### src/rtl/ram_loader.sv
// Byte-stream loader: parses cmd/addr/len frames and writes packed words into IRAM/DRAM.
// Define RAM_LOADER_READBACK_EN to compile in the read commands and the tx readback path.
module ram_loader #(
    parameter int XLEN  = 32,
    parameter int LEN_W = 16
) (
    input  logic            clk_i,
    input  logic            rst_i,
    input  logic [7:0]      rx_data_i,
    input  logic            rx_valid_i,
    output logic            rx_ready_o,
    output logic [7:0]      tx_data_o,
    output logic            tx_valid_o,
    input  logic            tx_ready_i,
    output logic            iram_wr_sel_o,
    output logic            iram_rd_sel_o,
    output logic            dram_wr_sel_o,
    output logic            dram_rd_sel_o,
    output logic            iram_wr_en_o,
    output logic            dram_wr_en_o,
    output logic [XLEN-1:0] wr_addr_o,
    output logic [XLEN-1:0] wr_data_o,
    output logic [3:0]      wr_byte_en_o,
    output logic [XLEN-1:0] rd_addr_o,
    input  logic [7:0]      iram_rd_byte_i,
    input  logic [7:0]      dram_rd_byte_i,
    output logic            busy_o,
    output logic            err_o
);

    localparam logic [2:0] S_IDLE    = 3'd0;
    localparam logic [2:0] S_ADDR    = 3'd1;
    localparam logic [2:0] S_LEN     = 3'd2;
    localparam logic [2:0] S_WDATA   = 3'd3;
    localparam logic [2:0] S_WSTROBE = 3'd4;
    localparam logic [2:0] S_RREQ    = 3'd5;
    localparam logic [2:0] S_RWAIT   = 3'd6;
    localparam logic [2:0] S_RSEND   = 3'd7;

    logic [2:0]      state_reg;
    logic            is_read_reg;
    logic            is_dram_reg;
    logic            err_reg;
    logic [1:0]      byte_idx_reg;
    logic [7:0]      len_hi_reg;
    logic [XLEN-1:0] addr_reg;
    logic [LEN_W-1:0] cnt_reg;
    logic [31:0]     data_reg;
    logic [3:0]      be_reg;
    logic [XLEN-1:0] wr_addr_reg;
`ifdef RAM_LOADER_READBACK_EN
    logic [7:0]      tx_data_reg;
`endif

    logic        cmd_ok;
    logic        cmd_read;
    logic        cmd_dram;
    logic        rx_fire;
    logic [1:0]  lane;
    logic        last_byte;
    logic [15:0] len_full;

    always_comb begin
        cmd_ok   = 1'b0;
        cmd_read = 1'b0;
        cmd_dram = 1'b0;
        case (rx_data_i)
            8'h01: cmd_ok = 1'b1;
            8'h02: begin cmd_ok = 1'b1; cmd_dram = 1'b1; end
`ifdef RAM_LOADER_READBACK_EN
            8'h11: begin cmd_ok = 1'b1; cmd_read = 1'b1; end
            8'h12: begin cmd_ok = 1'b1; cmd_read = 1'b1; cmd_dram = 1'b1; end
`endif
            default: ;
        endcase
    end

    assign rx_ready_o = ~rst_i & ((state_reg == S_IDLE) | (state_reg == S_ADDR) |
                                  (state_reg == S_LEN)  | (state_reg == S_WDATA));
    assign rx_fire    = rx_valid_i & rx_ready_o;
    assign lane       = addr_reg[1:0];
    assign last_byte  = (cnt_reg == LEN_W'(1));
    assign len_full   = {len_hi_reg, rx_data_i};

    always_ff @(posedge clk_i or posedge rst_i) begin
        if (rst_i) begin
            state_reg    <= S_IDLE;
            is_read_reg  <= 1'b0;
            is_dram_reg  <= 1'b0;
            err_reg      <= 1'b0;
            byte_idx_reg <= 2'd0;
            len_hi_reg   <= 8'd0;
            addr_reg     <= '0;
            cnt_reg      <= '0;
            data_reg     <= '0;
            be_reg       <= '0;
            wr_addr_reg  <= '0;
`ifdef RAM_LOADER_READBACK_EN
            tx_data_reg  <= 8'd0;
`endif
        end else begin
            case (state_reg)
                S_IDLE: begin
                    if (rx_fire) begin
                        if (cmd_ok) begin
                            state_reg    <= S_ADDR;
                            is_read_reg  <= cmd_read;
                            is_dram_reg  <= cmd_dram;
                            byte_idx_reg <= 2'd0;
                            addr_reg     <= '0;
                        end else begin
                            err_reg <= 1'b1;
                        end
                    end
                end
                S_ADDR: begin
                    if (rx_fire) begin
                        addr_reg     <= {addr_reg[XLEN-9:0], rx_data_i};
                        byte_idx_reg <= byte_idx_reg + 2'd1;
                        if (byte_idx_reg == 2'd3) begin
                            state_reg <= S_LEN;
                        end
                    end
                end
                S_LEN: begin
                    if (rx_fire) begin
                        if (byte_idx_reg == 2'd0) begin
                            len_hi_reg   <= rx_data_i;
                            byte_idx_reg <= 2'd1;
                        end else begin
                            byte_idx_reg <= 2'd0;
                            cnt_reg      <= LEN_W'(len_full);
                            data_reg     <= '0;
                            be_reg       <= '0;
                            if (len_full == 16'd0) begin
                                state_reg <= S_IDLE;
                            end else begin
                                state_reg <= is_read_reg ? S_RREQ : S_WDATA;
                            end
                        end
                    end
                end
                S_WDATA: begin
                    if (rx_fire) begin
                        data_reg[{lane, 3'b000} +: 8] <= rx_data_i;
                        be_reg[lane] <= 1'b1;
                        wr_addr_reg  <= {addr_reg[XLEN-1:2], 2'b00};
                        addr_reg     <= addr_reg + XLEN'(1);
                        cnt_reg      <= cnt_reg - LEN_W'(1);
                        // Flush when the word is full or the frame ends mid-word.
                        if (lane == 2'd3 || last_byte) begin
                            state_reg <= S_WSTROBE;
                        end
                    end
                end
                S_WSTROBE: begin
                    data_reg  <= '0;
                    be_reg    <= '0;
                    state_reg <= (cnt_reg == '0) ? S_IDLE : S_WDATA;
                end
`ifdef RAM_LOADER_READBACK_EN
                S_RREQ: begin
                    state_reg <= S_RWAIT;
                end
                S_RWAIT: begin
                    // RAM read data lags the address by one cycle; latch it so a tx stall holds it.
                    tx_data_reg <= is_dram_reg ? dram_rd_byte_i : iram_rd_byte_i;
                    state_reg   <= S_RSEND;
                end
                S_RSEND: begin
                    if (tx_ready_i) begin
                        addr_reg  <= addr_reg + XLEN'(1);
                        cnt_reg   <= cnt_reg - LEN_W'(1);
                        state_reg <= last_byte ? S_IDLE : S_RREQ;
                    end
                end
`endif
                default: state_reg <= S_IDLE;
            endcase
        end
    end

    logic strobe;
    assign strobe = (state_reg == S_WSTROBE);

    assign busy_o        = (state_reg != S_IDLE);
    assign err_o         = err_reg;
    assign iram_wr_sel_o = busy_o & ~is_read_reg & ~is_dram_reg;
    assign dram_wr_sel_o = busy_o & ~is_read_reg &  is_dram_reg;
    assign iram_wr_en_o  = strobe & ~is_dram_reg;
    assign dram_wr_en_o  = strobe &  is_dram_reg;
    assign wr_addr_o     = strobe ? wr_addr_reg : '0;
    assign wr_data_o     = strobe ? XLEN'(data_reg) : '0;
    assign wr_byte_en_o  = strobe ? be_reg : 4'd0;

`ifdef RAM_LOADER_READBACK_EN
    logic read_phase;
    assign read_phase    = (state_reg == S_RREQ) | (state_reg == S_RWAIT) | (state_reg == S_RSEND);
    assign iram_rd_sel_o = busy_o & is_read_reg & ~is_dram_reg;
    assign dram_rd_sel_o = busy_o & is_read_reg &  is_dram_reg;
    assign rd_addr_o     = read_phase ? addr_reg : '0;
    assign tx_valid_o    = (state_reg == S_RSEND);
    assign tx_data_o     = (state_reg == S_RSEND) ? tx_data_reg : 8'd0;
`else
    logic unused_rd;
    assign unused_rd     = ^{tx_ready_i, iram_rd_byte_i, dram_rd_byte_i};
    assign iram_rd_sel_o = 1'b0;
    assign dram_rd_sel_o = 1'b0;
    assign rd_addr_o     = '0;
    assign tx_valid_o    = 1'b0;
    assign tx_data_o     = 8'd0;
`endif

endmodule

### config.mk
export PLATFORM = sky130hd
export DESIGN_NAME = ram_loader
export DESIGN_NICKNAME = d
export VERILOG_FILES = /design/src/rtl/ram_loader.sv
export SDC_FILE = /design/constraint.sdc
export NUM_CORES = 1
export LEC_CHECK = 0
export CAP_MARGIN = 20
export CORE_MARGIN = 2
export CORE_UTILIZATION = 56
export DETAILED_ROUTE_END_ITERATION = 12
export PLACE_DENSITY = 0.86
export REMOVE_ABC_BUFFERS = 1
export SLEW_MARGIN = 15
export SYNTH_ARGS = -nofsm -noshare
export SYNTH_HDL_FRONTEND = slang
export SYNTH_SLANG_ARGS = --single-unit
### constraint.sdc
create_clock -name clk_i -period 7.15 [get_ports clk_i]
set_input_delay 0.715 -clock clk_i [delete_from_list [all_inputs] [get_ports clk_i]]
set_output_delay 0.715 -clock clk_i [all_outputs]
set_load 0.05 [all_outputs]
After elaboration in Yosys (flattened, before gate mapping)
Index checks and enable logic that the tools add are counted.
{"block": "word_totals", "register_bits": 129, "output_inout_bits": 118, "wordCells": 111, "inputBits": 28}
{"block": "op_classes", "n_reduce_logical": 21, "bitwise": 13, "n_mux": 42, "eq_ne": 17, "add_sub_neg": 4, "n_shift": 2, "order_cmp": 2}
{"operator": "$mux W32", "count": 9}
{"operator": "$pmux W32 S3", "count": 2}
{"operator": "$mux W16", "count": 3}
{"operator": "$add A32 B1 Y32 const B", "count": 1}
{"operator": "$bwmux W32", "count": 1}
{"operator": "$logic_not A16 Y1", "count": 2}
{"operator": "$pmux W16 S2", "count": 1}
{"operator": "$shift A8 B7 Y32 const A", "count": 1}
{"operator": "$shiftx A8 B7 Y32", "count": 1}
{"operator": "$mux W3", "count": 8}
{"operator": "$eq A16 B1 Y1 const B", "count": 1}
{"operator": "$mux W4", "count": 4}
{"operator": "$sub A16 B1 Y16 const B", "count": 1}
{"operator": "$pmux W3 S5", "count": 1}
{"operator": "$mux W2", "count": 6}
{"operator": "$ne A2 B2 Y1 const B", "count": 6}
{"operator": "$pmux W4 S3", "count": 1}
{"operator": "$reduce_bool A3 Y1", "count": 4}
{"operator": "$reduce_and A5 Y1", "count": 2}
{"operator": "$reduce_and A3 Y1", "count": 3}
{"operator": "$eq A8 B1 Y1 const B", "count": 1}
{"operator": "$eq A8 B2 Y1 const B", "count": 1}
{"operator": "$reduce_and A4 Y1", "count": 2}
{"operator": "$reduce_and A8 Y1", "count": 1}
{"operator": "23 further kinds", "count": 38}

Depth between registers and ports, before layout
Gate-level depths: netlist of the first run.
{"block": "logic_depth", "word_depth": 8, "mapped_depth": 8, "mapped_depth_nobuf": 7}

Worst setup path before layout of the first run
No wires, ideal clock.
{"block": "synth_timing", "path_type": "register to output", "start": "reg state_reg[0]", "end": "out wr_byte_en_o[0]", "t_required_ns": 6.435, "stages_incl_launch_ff": 7, "n_path_buf": 4, "setup_slack_ns": 4.485, "arrival_ns": 1.950, "cell_sequence": "dfrtp_1 clkbuf_1 clkbuf_1 nor3b_1 clkbuf_1 clkbuf_1 and2_1"}
{"block": "synth_between", "elab_chain_cells": 2}
{"element": "start: declaration", "line": "40", "text": "logic [2:0] state_reg;"}
{"element": "start signal: assignment", "line": "138", "text": "state_reg <= is_read_reg ? S_RREQ : S_WDATA;"}
{"element": "start signal: assignment", "line": "159", "text": "state_reg <= (cnt_reg == '0) ? S_IDLE : S_WDATA;"}
{"element": "$eq A3 B3 Y1", "line": "184", "text": "assign strobe = (state_reg == S_WSTROBE);"}
{"element": "$mux W4", "line": "194", "text": "assign wr_byte_en_o = strobe ? be_reg : 4'd0;"}
{"element": "end: declaration", "line": "23", "text": "output logic [3:0] wr_byte_en_o,"}
Every way passes these cells.

Final worst setup path of the first run
{"block": "layout_timing", "start": "reg state_reg[2]", "end": "out wr_byte_en_o[3]"}
The elaborated chain is that of the path after synthesis.

==> results of run 1 <==
## cells in the final DEF (no fill, tap or decap), types with 17 or more instances in the layout
cell type	synthesis	routed
a21oi_1	41	41
a22o_1	24	24
and2_1	73	73
clkbuf_16	0	17
clkdlybuf4s50_1	0	83
conb_1	1	45
dfrtp_1	129	129
nand2_1	139	138
nor2_1	53	53
o21ai_0	65	65
## per-stage QoR
stage          worst slack, ns  util (%)  hold slack (ns)
2_1_floorplan            2.897         -           0.4375
3_3_place_gp             3.517     63.35           0.4529
5_1_grt                  3.642     68.56           0.4871
4_1_cts                  3.796     68.31           0.4700
3_5_place_dp             3.519     63.35           0.4552
6_report                 3.783     68.56           0.4666
## per-layer routing
metal | GRT usage, % | part of all wire [%] | vias to the layer above
li1 | - | - | 2938
met1 | 36.29 | 41 | 3078
met2 | 40.86 | 47 | 315
met3 | 6.105 | 8.9 | 51
met4 | 11.52 | 2.9 | 0
met5 | 0 | 0 | -
## final cells by class
| type | instances | area [sq um] | area share, % |
|---|---|---|---|
| inverter | 12 | 47.55 | 0.5495 |
| tap | 172 | 215.2 | 2.487 |
| clock buffer | 20 | 446.7 | 5.163 |
| sequential | 129 | 3228 | 37.31 |
| clock inverter | 12 | 180.2 | 2.082 |
| multi-input combinational | 631 | 3593 | 41.53 |
| timing repair buffer | 96 | 940.9 | 10.87 |
## report_power, final
part           internal, mW  switching [mW]  total [mW]
Clock                 0.594           0.324       0.918
Combinational         0.271           0.515       0.786
Sequential            0.874           0.180        1.05
Total                  1.74            1.02        2.76
## critical path, cell delays in order, from the launching register on
cell and delay, ns:
dfrtp_1 0.60, nor3b_2 0.27, buf_4 0.33, and2_1 0.20, clkdlybuf4s50_1 0.81
## cells by family (layout without fill, tap and decap cells)
group | count (synthesis) | count (layout) | synth area share (%)
adder cells (fa/ha/maj) | 9 | 9 | 1.561
XOR/XNOR | 8 | 8 | 0.9713
other | 1 | 45 | 0.05199
multiplexers | 14 | 14 | 2.099
AO/OA/AOI/OAI | 194 | 194 | 17.28
buffers and inverters | 108 | 140 | 7.979
flip-flops | 129 | 129 | 44.75
AND/OR/NAND/NOR | 361 | 361 | 25.31
## final timing paths
check                          startpoint         endpoint  depth (start not counted)
max                          state_reg[2]  wr_byte_en_o[3]                          4
min                        wr_addr_reg[6]   wr_addr_reg[6]                          2
max reg2reg                  state_reg[2]     addr_reg[29]                          6
min reg2reg                wr_addr_reg[6]   wr_addr_reg[6]                          2
max in group asynchronous           rst_i   wr_addr_reg[6]                          3
min in group asynchronous           rst_i     state_reg[0]                          2
==> flow_summary.rst, run 1 <==
.. list-table::
   :header-rows: 1

   * - Metric
     - Value
   * - Kind of critical path
     - register to output pin
   * - GRT Overall Usage
     - 26.56%
   * - CTS-repair resized insts
     - 0
   * - Number of enable flip-flop cells after synthesis
     - 0
   * - Sum of net half-perimeters after detailed placement
     - 11,410 um
   * - Min cycle time layout
     - 3.367 ns
   * - Top achievable clock speed
     - 297.0 MHz
   * - Core ar.
     - 0.01262 sq mm
   * - Total Routed Length
     - 18,200 um
   * - Final hold violation count
     - 0
   * - Endpoint type of the worst setup path
     - output pin
   * - Async SR Flop Fraction
     - 100.0%
   * - Clock tree from TritonCTS
     - done
   * - Endpoint arrival time on the critical path
     - 2.65 ns
   * - Largest net degree at the start of global routing
     - 74
   * - Skew-Pair Late Insertion Delay
     - 0.42 ns
   * - Post-synthesis instance area
     - 0.007213 sq mm
   * - Number of hold-repair buffers added at the cts stage
     - 0
   * - Hold WC Path Type
     - register to register
   * - Worst slew margin relative to its limit
     - 33.55%
   * - DR pass1 iterations
     - 6
   * - Leakage
     - 3.850 nW
   * - Result of the run
     - finished clean
   * - Yosys top cell by area
     - dfrtp_1
   * - Final instance area
     - 0.008652 sq mm
   * - Post-synth top cells
     - nand2_1, dfrtp_1, and2_1, o21ai_0, nor2_1
   * - Cell with the most instances after synthesis
     - nand2_1
   * - Count of non-filler cells in the finished layout
     - 1,072
   * - Setup skew after layout
     - 0.01065 ns
   * - Post-synthesis instance total
     - 824
   * - Worst Tran Pin Value
     - 0.9885 ns
   * - Warnings from Yosys
     - 0
   * - Post-DP Area
     - 0.007994 sq mm
   * - Share of layout cells above drive strength 1
     - 7.222%
   * - Antenna violations before repair
     - 0
   * - Number of violations reported at the end of detailed-routing iteration 0
     - 654
   * - Area growth from synthesis to layout
     - 19.95%
   * - Largest cells by area after synthesis
     - dfrtp_1, nand2_1, and2_1
   * - VDD IR-drop max
     - 231.9 uV
   * - Post-synth cell types
     - 65
   * - Worst Path Max Fanout
     - 38
   * - Yosys reg bits
     - 129
   * - Global route overflow
     - 0
   * - Pwr Density
     - 318.7 mW/mm^2
   * - Register clock-pin slew on the reported worst setup and hold paths
     - 0.06 ns
   * - Routed length per instance
     - 16.98 um
   * - Placed cells
     - 1,039
   * - Endpoint required time on the critical path
     - 6.43 ns
   * - Fin crit share
     - 47.09%
   * - Number of pins exceeding their max-slew limit in the final report
     - 0
   * - Worst Setup Start Kind
     - register
   * - GPL Wtd Cong
     - 0.8339
   * - Vias per Instance
     - 5.953
   * - Buffers from clock root to sink, at most
     - 2
   * - H-tree levels
     - 4
   * - Worst reg2reg setup slack
     - 4.30 ns
   * - Post-route total power
     - 2.757 mW
   * - Horizontal die dimension
     - 117.5 um
   * - Post-route setup TNS
     - 0 ns
   * - Number of ports placed on the die boundary
     - 146
   * - Fill cell instance count of the final layout
     - 994
   * - Number of global-route vias before repair
     - 5,924
   * - RSZ-0062 raised after global routing
     - false
   * - Wire length of the first global-routing pass
     - 29,760 um
   * - Number of port buffers
     - 83
   * - Number of nets with antenna violations after routing
     - 0
   * - TritonCTS Sinks
     - 129
   * - Max_cap viols
     - 0
   * - Die span in y
     - 117.5 um
   * - Number of buffers inserted by post-CTS setup repair
     - 0
   * - Number of nets in the final layout
     - 924
   * - Initial Utilization
     - 57.16%
   * - Share of synthesized area occupied by flip-flops and latches
     - 44.75%
   * - Number of rows in the core area
     - 41
   * - Count of vias placed by the detailed router
     - 6,382
   * - Overall die area
     - 0.01380 sq mm
   * - Clock buffers created by TritonCTS
     - 17
   * - Final setup fails
     - 0
   * - Area share of the largest cell type after synthesis
     - 44.75%
   * - Antenna cells
     - 0
   * - Commonest register cell after synthesis
     - dfrtp_1
   * - Root buf cell
     - clkbuf_16
   * - Mapped Avg Cell Area
     - 8.754 sq um
   * - DRC violation count after routing
     - 0
Power figures use the tool's default switching activity.
==> run 2: changes to the inputs <==
--- a/config.mk
+++ b/config.mk
@@ -7,9 +7,9 @@
 export LEC_CHECK = 0
 export CAP_MARGIN = 20
 export CORE_MARGIN = 2
-export CORE_UTILIZATION = 56
+export CORE_UTILIZATION = 47
 export DETAILED_ROUTE_END_ITERATION = 12
-export PLACE_DENSITY = 0.86
+export PLACE_DENSITY = 0.77
 export REMOVE_ABC_BUFFERS = 1
 export SLEW_MARGIN = 15
 export SYNTH_ARGS = -nofsm -noshare
==> constraint.sdc (replaced) <==
create_clock -name clk_i -period 3 [get_ports clk_i]
set_input_delay 0.3 -clock clk_i [delete_from_list [all_inputs] [get_ports clk_i]]
set_output_delay 0.3 -clock clk_i [all_outputs]
set_load 0.05 [all_outputs]
==> run 2 against run 1 <==
Compared with the run above: via count up 1.0%; count of clock-buffer cells in the layout up 6; non-clock buffer count rose by 29; worst hold slack got worse by 0.053 ns; largest cell class unchanged.
==> flow_summary.rst, run 2 (same netlist as run 1, synthesis figures left out) <==
.. list-table::
   :header-rows: 1

   * - Metric
     - Value
   * - Register clock-pin slew on the reported worst setup and hold paths
     - 0.05 ns (about the same)
   * - Placed cells
     - 1,085 (+4.4%)
   * - Top achievable clock speed
     - 365.1 MHz
   * - Number of buffers inserted by post-CTS setup repair
     - 0 (unchanged)
   * - VDD IR-drop max
     - 574.1 uV (+150%)
   * - Largest net degree at the start of global routing
     - 49 (-34%)
   * - Fill cell instance count of the final layout
     - 1,276 (+28%)
   * - Global route overflow
     - 0 (unchanged)
   * - Overall die area
     - 0.01635 sq mm (+18%)
   * - Total Routed Length
     - 18,740 um (+3.0%)
   * - Number of ports placed on the die boundary
     - 146 (unchanged)
   * - Share of layout cells above drive strength 1
     - 16.59% (+9.4 points)
   * - Post-route worst setup slack
     - 0.2608 ns (-3.522 ns)
   * - Setup skew after layout
     - 0.008852 ns (-0.001797 ns)
   * - Initial Utilization
     - 47.80% (-9.4 points)
   * - TritonCTS Sinks
     - 129 (unchanged)
   * - Routed length per instance
     - 16.79 um (-1.1%)
   * - Pwr Density
     - 713.9 mW/mm^2 (+120%)
   * - Die span in y
     - 127.9 um (+8.8%)
   * - Setup Slack @ Placement
     - 0.1132 ns (-3.406 ns)
   * - Antenna violations before repair
     - 0 (unchanged)
   * - Count of vias placed by the detailed router
     - 6,446 (+1.0%)
   * - Worst Tran Pin Value
     - 0.8858 ns (-0.1027 ns)
   * - DR pass1 iterations
     - 8 (+2)
   * - Buffers from clock root to sink, at most
     - 2 (unchanged)
   * - Critical path origin
     - state_reg[1]
   * - CTS-repair resized insts
     - 0 (unchanged)
   * - Worst Path Max Fanout
     - 13 (-66%)
   * - Post-route total power
     - 6.459 mW (+130%)
   * - Endpoint type of the worst setup path
     - output pin
   * - H-tree levels
     - 4 (unchanged)
   * - Worst Setup Start Kind
     - register
   * - Skew-Pair Late Insertion Delay
     - 0.43 ns (about the same)
   * - Hold WC Path Type
     - input port to asynchronous set/reset pin
   * - Max_cap viols
     - 0 (unchanged)
   * - Antenna cells
     - 0 (unchanged)
   * - Endpoint arrival time on the critical path
     - 2.44 ns (-0.21 ns)
   * - Sequential cell area
     - 0.003228 sq mm (unchanged)
   * - Clock buffers created by TritonCTS
     - 17 (unchanged)
   * - Total area of multi-input combinational cells
     - 0.003582 sq mm (-0.31%)
   * - Most frequent standard cell in the layout excluding fill and tap cells
     - nand2_1
   * - Leakage
     - 4.194 nW (+8.9%)
   * - DRC violation count after routing
     - 0 (unchanged)
   * - Result of the run
     - finished clean
   * - Number of pins exceeding their max-slew limit in the final report
     - 0 (unchanged)
   * - Area growth from synthesis to layout
     - 25.45%
   * - Min cycle time layout
     - 2.739 ns
   * - Number of nets with antenna violations after routing
     - 0 (unchanged)
   * - Number of rows in the core area
     - 45 (+9.8%)
   * - RSZ-0062 raised after global routing
     - false
   * - Clock tree from TritonCTS
     - done
   * - Root buf cell
     - clkbuf_16
   * - Sum of net half-perimeters after detailed placement
     - 12,690 um (+11%)
   * - Final hold violation count
     - 0 (unchanged)
   * - Reg2reg start
     - cnt_reg[2]
   * - Count of non-filler cells in the finished layout
     - 1,116 (+4.1%)
   * - Horizontal die dimension
     - 127.9 um (+8.8%)
   * - Cells along the critical path
     - buf_4, nor3b_2, and2_1, clkdlybuf4s50_1
   * - Final setup fails
     - 0 (unchanged)
   * - Highest-count cells in the layout ignoring fill and taps
     - nand2_1, dfrtp_1, buf_4, and2_1, o21ai_0
   * - Number of nets in the final layout
     - 953 (+3.1%)
   * - Fin crit share
     - 91.31%
   * - Endpoint required time on the critical path
     - 2.70 ns (-3.73 ns)
   * - Worst slew margin relative to its limit
     - 40.92% (+7.4 points)
   * - GPL Wtd Cong
     - 0.8475 (+1.6%)
   * - Largest stage delay, worst path
     - 0.79 ns (-0.02 ns)
   * - Number of hold-repair buffers added at the cts stage
     - 0 (unchanged)
   * - Number of port buffers
     - 83 (unchanged)
   * - Number of violations reported at the end of detailed-routing iteration 0
     - 735 (+12%)
   * - Kind of critical path
     - register to output pin
   * - Slowest cell on crit path
     - clkdlybuf4s50_1
   * - Wire length of the first global-routing pass
     - 31,110 um (+4.5%)
   * - Core ar.
     - 0.01509 sq mm (+20%)
   * - GRT Overall Usage
     - 23.83% (-2.7 points)
   * - Hold slack
     - 0.4134 ns (-0.05315 ns)
   * - Number of global-route vias before repair
     - 6,083 (+2.7%)
   * - Vias per Instance
     - 5.776 (-3.0%)
## run 2: changes by cell type in the layout (fill, tap and decap cells not counted), sizes merged
cell and delta:
bufinv -3, clkinvlp -2, buf +93, clkdlybuf4s50 -64, clkbuf +6, inv -2
## run 2: worst max-delay path: cells and delay by family, from the launching register on
kind | cells | cell delay, ns
buffers and inverters | 2 | 0.97
and+or+nand+nor | 2 | 0.68
DFF | 1 | 0.37
## run 2: stage by stage
step                      cell area (sq um)  utilization (%)  TNS [ns]
final                                  9049            59.97         0
after global routing                   9049            59.97         0
after CTS                              9049            59.97         0
after detailed placement               8479            56.19         0
after global placement                 8479            56.19         0
after floorplan                        6848                -   -158.26
## run 2: final timing paths
path | end | slack [ns] | cells after the start
min in group clk_i | wr_addr_reg[2] | 0.46 | 2
worst max register to register | cnt_reg[14] | 0.47 | 5
max in group asynchronous | wr_addr_reg[31] | 1.86 | 4
worst min register to register | wr_addr_reg[2] | 0.46 | 2
worst min-delay path | state_reg[1] | 0.41 | 3
worst max-delay path | wr_addr_o[26] | 0.26 | 4
## run 2: metal layers
layer	global-route usage [%]	wire length, um	vias to the layer above
li1	-	-	3008
met1	32.96	8114	3140
met2	37.84	8892	265
met3	4.132	1412	33
met4	8.791	318	0
met5	0	0	-
## run 2: cell type report
type,instances,area share (%)
Clock inverter,5,0.5531
Clock buffer,26,5.738
Inverter,12,0.5254
Sequential cell,129,35.67
Timing Repair Buffer,125,15.32
Tap cell,188,2.600
Multi-Input combinational cell,631,39.59
## run 2: power breakdown
group / leakage (nW) / total [mW] / internal (mW) / switching [mW]
Clock: 0.286 / 1.99 / 1.26 / 0.730
Sequential: 1.73 / 2.47 / 2.08 / 0.381
Combinational: 2.18 / 2.00 / 0.715 / 1.29
